### config.mk
export PLATFORM = sky130hd
export DESIGN_NAME = seven_seg_scan
export DESIGN_NICKNAME = d
export VERILOG_FILES = /design/src/rtl/seven_seg_scan.sv
export SDC_FILE = /design/constraint.sdc
export NUM_CORES = 1
export LEC_CHECK = 0
export CAP_MARGIN = 20
export CORE_MARGIN = 2
export CORE_UTILIZATION = 30
export CTS_BUF_LIST = sky130_fd_sc_hd__clkbuf_16
export CTS_CLUSTER_SIZE = 20
export DETAILED_ROUTE_END_ITERATION = 12
export GPL_ROUTABILITY_DRIVEN = 0
export SETUP_SLACK_MARGIN = 0.05
export SKIP_LAST_GASP = 1
export SLEW_MARGIN = 20
export SYNTH_ARGS = -nofsm -noshare
export SYNTH_HDL_FRONTEND = slang
export SYNTH_SLANG_ARGS = --single-unit
### constraint.sdc
create_clock -name clk_100Mhz -period 2.5 [get_ports clk_100Mhz]
set_input_delay 0.5 -clock clk_100Mhz [delete_from_list [all_inputs] [get_ports clk_100Mhz]]
set_output_delay 0.5 -clock clk_100Mhz [all_outputs]
set_load 0.05 [all_outputs]
### src/rtl/seven_seg_scan.sv
// Four-digit multiplexed seven-segment scanner: synchronizes the 400 Hz divider
// output into a scan tick, blanks anodes for a guard interval between digits.
module seven_seg_scan #(
    parameter int GUARD_CYCLES  = 1000,
    parameter bit BLANK_LEADING = 1'b0
) (
    input  logic        clk_100Mhz,
    input  logic        reset_n,
    input  logic        clk_400Hz,
    input  logic        enable,
    input  logic [15:0] value,
    input  logic [3:0]  dp,
    output logic [3:0]  an,
    output logic [6:0]  seg,
    output logic        dp_out,
    output logic [1:0]  digit_sel
);

    typedef enum logic [1:0] {
        ST_IDLE  = 2'd0,
        ST_GUARD = 2'd1,
        ST_SHOW  = 2'd2
    } state_t;

    localparam logic [17:0] GUARD_LAST = 18'(GUARD_CYCLES - 1);

    state_t      state_r, state_s;
    logic [17:0] guard_cnt_r, guard_cnt_s;
    logic [1:0]  digit_sel_r, digit_sel_s;
    logic [1:0]  next_sel_s;
    logic [3:0]  an_r, an_s;
    logic [6:0]  seg_r, seg_s;
    logic        dp_out_r, dp_out_s;
    logic [15:0] shadow_value_r, shadow_value_s;
    logic [3:0]  shadow_dp_r, shadow_dp_s;
    logic        sync1_r, sync2_r, sync3_r;
    logic        tick_s;

    function automatic logic [6:0] hex_to_seg(input logic [3:0] nib);
        logic [6:0] pat;
        case (nib)
            4'h0:    pat = 7'b1000000;
            4'h1:    pat = 7'b1111001;
            4'h2:    pat = 7'b0100100;
            4'h3:    pat = 7'b0110000;
            4'h4:    pat = 7'b0011001;
            4'h5:    pat = 7'b0010010;
            4'h6:    pat = 7'b0000010;
            4'h7:    pat = 7'b1111000;
            4'h8:    pat = 7'b0000000;
            4'h9:    pat = 7'b0010000;
            4'hA:    pat = 7'b0001000;
            4'hB:    pat = 7'b0000011;
            4'hC:    pat = 7'b1000110;
            4'hD:    pat = 7'b0100001;
            4'hE:    pat = 7'b0000110;
            4'hF:    pat = 7'b0001110;
            default: pat = 7'b1111111;
        endcase
        return pat;
    endfunction

    // Digit i >= 1 goes dark when it and every more significant nibble are zero.
    function automatic logic [6:0] digit_pattern(input logic [15:0] val, input logic [1:0] idx);
        logic [3:0] nib;
        logic       blank;
        case (idx)
            2'd0: begin
                nib   = val[3:0];
                blank = 1'b0;
            end
            2'd1: begin
                nib   = val[7:4];
                blank = BLANK_LEADING && (val[15:4] == 12'h000);
            end
            2'd2: begin
                nib   = val[11:8];
                blank = BLANK_LEADING && (val[15:8] == 8'h00);
            end
            2'd3: begin
                nib   = val[15:12];
                blank = BLANK_LEADING && (val[15:12] == 4'h0);
            end
            default: begin
                nib   = 4'h0;
                blank = 1'b1;
            end
        endcase
        return blank ? 7'b1111111 : hex_to_seg(nib);
    endfunction

    // Three-flop synchronizer for the asynchronous divider output.
    always_ff @(posedge clk_100Mhz or negedge reset_n) begin
        if (!reset_n) begin
            sync1_r <= 1'b0;
            sync2_r <= 1'b0;
            sync3_r <= 1'b0;
        end else begin
            sync1_r <= clk_400Hz;
            sync2_r <= sync1_r;
            sync3_r <= sync2_r;
        end
    end

    assign tick_s     = sync2_r & ~sync3_r;
    assign next_sel_s = digit_sel_r + 2'd1;

    // Next-state and next-output logic for the scan FSM.
    always_comb begin
        state_s        = state_r;
        guard_cnt_s    = guard_cnt_r;
        digit_sel_s    = digit_sel_r;
        an_s           = an_r;
        seg_s          = seg_r;
        dp_out_s       = dp_out_r;
        shadow_value_s = shadow_value_r;
        shadow_dp_s    = shadow_dp_r;
        if (!enable) begin
            state_s     = ST_IDLE;
            guard_cnt_s = 18'd0;
            digit_sel_s = 2'd0;
            an_s        = 4'b1111;
            seg_s       = 7'b1111111;
            dp_out_s    = 1'b1;
        end else begin
            case (state_r)
                ST_IDLE: begin
                    shadow_value_s = value;
                    shadow_dp_s    = dp;
                    seg_s          = digit_pattern(value, 2'd0);
                    dp_out_s       = ~dp[0];
                    digit_sel_s    = 2'd0;
                    an_s           = 4'b1111;
                    guard_cnt_s    = 18'd0;
                    state_s        = ST_GUARD;
                end
                ST_GUARD: begin
                    if (guard_cnt_r == GUARD_LAST) begin
                        state_s     = ST_SHOW;
                        an_s        = ~(4'b0001 << digit_sel_r);
                        guard_cnt_s = 18'd0;
                    end else begin
                        an_s        = 4'b1111;
                        guard_cnt_s = guard_cnt_r + 18'd1;
                    end
                end
                ST_SHOW: begin
                    if (tick_s) begin
                        digit_sel_s = next_sel_s;
                        an_s        = 4'b1111;
                        guard_cnt_s = 18'd0;
                        state_s     = ST_GUARD;
                        // A new frame starts on wrap: digit 0 shows the fresh snapshot.
                        if (next_sel_s == 2'd0) begin
                            shadow_value_s = value;
                            shadow_dp_s    = dp;
                            seg_s          = digit_pattern(value, 2'd0);
                            dp_out_s       = ~dp[0];
                        end else begin
                            seg_s          = digit_pattern(shadow_value_r, next_sel_s);
                            dp_out_s       = ~shadow_dp_r[next_sel_s];
                        end
                    end else begin
                        an_s = ~(4'b0001 << digit_sel_r);
                    end
                end
                default: begin
                    state_s     = ST_IDLE;
                    guard_cnt_s = 18'd0;
                    digit_sel_s = 2'd0;
                    an_s        = 4'b1111;
                    seg_s       = 7'b1111111;
                    dp_out_s    = 1'b1;
                end
            endcase
        end
    end

    // State and registered-output flops.
    always_ff @(posedge clk_100Mhz or negedge reset_n) begin
        if (!reset_n) begin
            state_r        <= ST_IDLE;
            guard_cnt_r    <= 18'd0;
            digit_sel_r    <= 2'd0;
            an_r           <= 4'b1111;
            seg_r          <= 7'b1111111;
            dp_out_r       <= 1'b1;
            shadow_value_r <= 16'h0000;
            shadow_dp_r    <= 4'b0000;
        end else begin
            state_r        <= state_s;
            guard_cnt_r    <= guard_cnt_s;
            digit_sel_r    <= digit_sel_s;
            an_r           <= an_s;
            seg_r          <= seg_s;
            dp_out_r       <= dp_out_s;
            shadow_value_r <= shadow_value_s;
            shadow_dp_r    <= shadow_dp_s;
        end
    end

    assign an        = an_r;
    assign seg       = seg_r;
    assign dp_out    = dp_out_r;
    assign digit_sel = digit_sel_r;

endmodule

==> impl_metrics.xml <==
<?xml version="1.0" encoding="UTF-8"?>
<metrics>
  <group name="critical_path">
    <metric name="critical_path.endpoint_type" unit="">flip-flop</metric>
    <metric name="worst-r2r-cell-count" unit="">8</metric>
    <metric name="worstReg2RegStart" unit="">digit_sel[0]</metric>
    <metric name="crit_arrival" unit="ns">2.47</metric>
    <metric name="cp.required" unit="ns">2.69</metric>
    <metric name="crit_path_max_fanout" unit="">5</metric>
    <metric name="critical_path_class" unit="">reg -&gt; reg</metric>
    <metric name="r2r-end" unit="">seg[3]</metric>
    <metric name="r2r_setup_slack" unit="ns">0.22</metric>
    <metric name="setup.worst_path.start_class" unit="">flip-flop</metric>
  </group>
  <group name="clock_network">
    <metric name="cts_tree" unit="">yes</metric>
    <metric name="cts_buffer_depth" unit="">2</metric>
    <metric name="clkTransAtPathRegs" unit="ns">0.08</metric>
    <metric name="post_cts_hold_buffer_count" unit="">0</metric>
    <metric name="clock_tree.root_cell" unit="">clkbuf_16</metric>
    <metric name="clkSinkCount" unit="">53</metric>
    <metric name="tritoncts_buffers" unit="">5</metric>
    <metric name="cts.htree.levels" unit="">2</metric>
    <metric name="insertion_delay" unit="ns">0.29</metric>
  </group>
  <group name="yosys">
    <metric name="cell_variety_after_synth" unit="">56</metric>
    <metric name="synth.avg_cell_area" unit="um2">9.76</metric>
    <metric name="synthesis.instances" unit="">345</metric>
    <metric name="synth-edff-count" unit="">0</metric>
    <metric name="netlist_top_cells_count" unit="">dfrtp_1 (41), ha_1 (24), inv_1 (24), o21ai_0 (24), nor2_1 (21)</metric>
    <metric name="number_of_storage_elements_in_the_synthesis_netlist" unit="">53</metric>
    <metric name="synthMostInstantiatedCell" unit="">dfrtp_1</metric>
    <metric name="synthFlopType" unit="">dfrtp_1</metric>
    <metric name="yosysWarningCount" unit="">0</metric>
    <metric name="ranking_of_synthesized_cells_by_area" unit="">dfrtp_1 (30%), dfstp_2 (9.4%), ha_1 (8.9%)</metric>
    <metric name="postSynthNetCount" unit="">393</metric>
    <metric name="post-synth-top-area-cell" unit="">dfrtp_1</metric>
    <metric name="synthDominantCellAreaShare" unit="%">30.5</metric>
    <metric name="synth_seq_area_share" unit="%">39.8</metric>
    <metric name="postSynth.asyncResetShare" unit="%">100</metric>
    <metric name="netlist_area" unit="um2">3370</metric>
  </group>
  <group name="power">
    <metric name="largest_voltage_drop_on_the_vdd_net" unit="mV">0.403</metric>
    <metric name="switching_power" unit="uW">839</metric>
    <metric name="swShare" unit="%">33.2</metric>
    <metric name="clock_power_share" unit="%">28.2</metric>
    <metric name="power_leakage" unit="uW">0.00172</metric>
    <metric name="combinationalPowerShare" unit="%">30.1</metric>
    <metric name="power.internal" unit="uW">1690</metric>
    <metric name="share_seq_of_total_power" unit="%">41.7</metric>
    <metric name="cellPowerDensity" unit="nW/um2">605</metric>
  </group>
  <group name="floorplan">
    <metric name="floorplan.rows" unit="">38</metric>
    <metric name="initial_utilization" unit="%">30.9</metric>
    <metric name="core_area" unit="um2">10900</metric>
    <metric name="dieWidth" unit="um">110</metric>
    <metric name="die-height" unit="um">110</metric>
    <metric name="design.portCount" unit="">38</metric>
    <metric name="floorplan.die_area" unit="um2">12100</metric>
  </group>
  <group name="final_layout">
    <metric name="area.growth.synth_to_final" unit="%">24.0</metric>
    <metric name="diodes" unit="">0</metric>
    <metric name="sequential_cell_area" unit="um2">1340</metric>
    <metric name="number_of_filler_cells_placed_in_the_layout" unit="">1084</metric>
    <metric name="multi_input_comb_area" unit="um2">1920</metric>
    <metric name="share_of_layout_cells_above_drive_strength_1" unit="%">20.6</metric>
    <metric name="finish.net_count" unit="">440</metric>
  </group>
  <group name="timing">
    <metric name="holdWs" unit="ns">0.253</metric>
    <metric name="final_setup_viols" unit="">0</metric>
    <metric name="fin_tns_setup" unit="ns">0</metric>
    <metric name="final.min_clock_period" unit="ns">2.28</metric>
    <metric name="max-slew-margin-rel" unit="%">42.4</metric>
    <metric name="rsz_0062_raised_after_global_routing" unit="">no</metric>
    <metric name="maxSlewViolCount" unit="">0</metric>
    <metric name="final.period_utilization" unit="%">91.1</metric>
    <metric name="tightestPinTransition" unit="ns">0.863</metric>
    <metric name="fin_skew" unit="ns">0.00925</metric>
    <metric name="number_of_failing_hold_endpoints_at_the_final_stage" unit="">0</metric>
    <metric name="fmax" unit="MHz">439</metric>
  </group>
  <group name="global_routing">
    <metric name="grt_busiest_layer" unit="">met2</metric>
    <metric name="globalRouteMet2Util" unit="%">21.1</metric>
    <metric name="grt_max_degree" unit="">32</metric>
    <metric name="global_route.usage.met3" unit="%">2.37</metric>
    <metric name="antenna_violations_before_repair" unit="">0</metric>
    <metric name="grt_pass1_wl" unit="mm">13.5</metric>
    <metric name="met1_usage" unit="%">20.7</metric>
    <metric name="vias_in_the_first_global_route" unit="">2752</metric>
    <metric name="grt_remaining_overflow" unit="">0</metric>
    <metric name="global_route.usage.total" unit="%">14.1</metric>
  </group>
  <group name="worst_hold_path">
    <metric name="worst_hold_path_type" unit="">in -&gt; async</metric>
  </group>
  <group name="detailed_routing">
    <metric name="vias_per_std_cell" unit="">5.24</metric>
    <metric name="drt-wirelength-per-cell" unit="um">15.1</metric>
    <metric name="drcViolationCount" unit="">0</metric>
    <metric name="detailedRoute.firstPassIterationCount" unit="">4</metric>
    <metric name="route.antenna.remaining_nets" unit="">0</metric>
    <metric name="finalWirelength" unit="mm">8.05</metric>
    <metric name="drt_first_iter_violations" unit="">150</metric>
    <metric name="detailroute.via_count" unit="">2794</metric>
  </group>
  <group name="place">
    <metric name="port_buffers" unit="">37</metric>
    <metric name="place_hpwl" unit="mm">5.86</metric>
  </group>
  <group name="run">
    <metric name="max_cap_violations" unit="">0</metric>
  </group>
  <group name="run_status">
    <metric name="status" unit="">finished clean</metric>
  </group>
</metrics>
[metrics by stage]
step / utilization, % / std cells / setup slack (ns) / cell area (um2) / power, uW
final: 38.3 / 533 / 0.223 / 4180 / 2530
after global routing: 38.3 / 533 / 0.0448 / 4180 / 2670
after CTS: 37.8 / 531 / 0.102 / 4110 / 2530
after detailed placement: 36.4 / 523 / 0.0679 / 3960 / 1810
after global placement: 36.4 / 523 / 0.0890 / 3960 / 1790
after floorplan: - / 345 / 0.0673 / 3380 / 1560
[repair_timing]
| action | 4_1_cts | 5_1_grt |
|---|---|---|
| setup endpoints to repair | 0 | 5 |
| setup buffers | 0 | 2 |
| gates resized for setup | 0 | 11 |
[per-layer routing]
layer / part of all wire (%) / routed length, um / vias to the layer above
li1: - / - / 1357
met1: 50 / 4030 / 1374
met2: 45 / 3600 / 57
met3: 3.8 / 309 / 6
met4: 1.4 / 110 / 0
met5: 0 / 0 / -
[registers in the layout, indices dropped and copies added (netlist names)]
signal,flops
digit_sel,2
sync2_r,1
state_r,2
sync1_r,1
seg,7
an,4
shadow_dp_r,4
dp_out,1
guard_cnt_r,18
sync3_r,1
shadow_value_r,12
[worst max-delay path by stage]
stage	slack (ns)	start	depth (start not counted)	to
2_1_floorplan	0.07	digit_sel[0]	11	seg[4]
3_3_place_gp	0.09	value[0]	8	seg[4]
3_5_place_dp	0.07	value[0]	8	seg[3]
4_1_cts	0.10	digit_sel[0]	8	seg[3]
5_1_grt	0.04	digit_sel[0]	8	seg[3]
6_report	0.22	digit_sel[0]	8	seg[3]
[power groups by stage]
stage	sequential [uW]	clock (uW)	combinational [uW]
finish	1050	712	760
global route	1070	770	832
CTS	1050	733	744
detailed placement	1070	0	740
global placement	1060	0	729
floorplan	1190	0	374
[critical path, stage by stage (launching register included)]
cell,delay (ns)
dfrtp_2,0.43
inv_2,0.11
ha_2,0.26
a22oi_2,0.12
a21oi_2,0.26
ha_1,0.28
o21ai_0,0.27
o22ai_1,0.15
a221oi_1,0.30
[cell type report]
type                       count  share of cell area [%]
clock buffer                   5                    3.00
clock inverter                 3                   0.629
inverter                      24                    2.16
multi-input combinational    254                    46.0
sequential                    53                    32.2
tap                          140                    4.20
timing repair buffer          54                    11.8
[layout by cell type (no fill, tap or decap), drive strengths merged, types with 7 or more instances in the layout]
| cell | count |
|---|---|
| a21oi | 21 |
| a22oi | 7 |
| buf | 18 |
| clkdlybuf4s50 | 36 |
| dfrtp | 41 |
| dfstp | 12 |
| ha | 24 |
| inv | 25 |
| mux2 | 19 |
| mux2i | 9 |
| nand2 | 17 |
| nand3 | 13 |
| nor2 | 23 |
| nor3 | 8 |
| o21ai | 30 |
| or4 | 7 |
[cell families after synthesis]
family          after synthesis  share of synthesized area [%]
mux                          30                           10.4
simple gates                102                           16.8
buf+inv                      38                           4.75
compound gates               96                           18.8
fa+ha+maj                    24                           8.92
flops                        53                           39.8
xor+xnor                      2                          0.520
(Power assumes the default switching activity.)
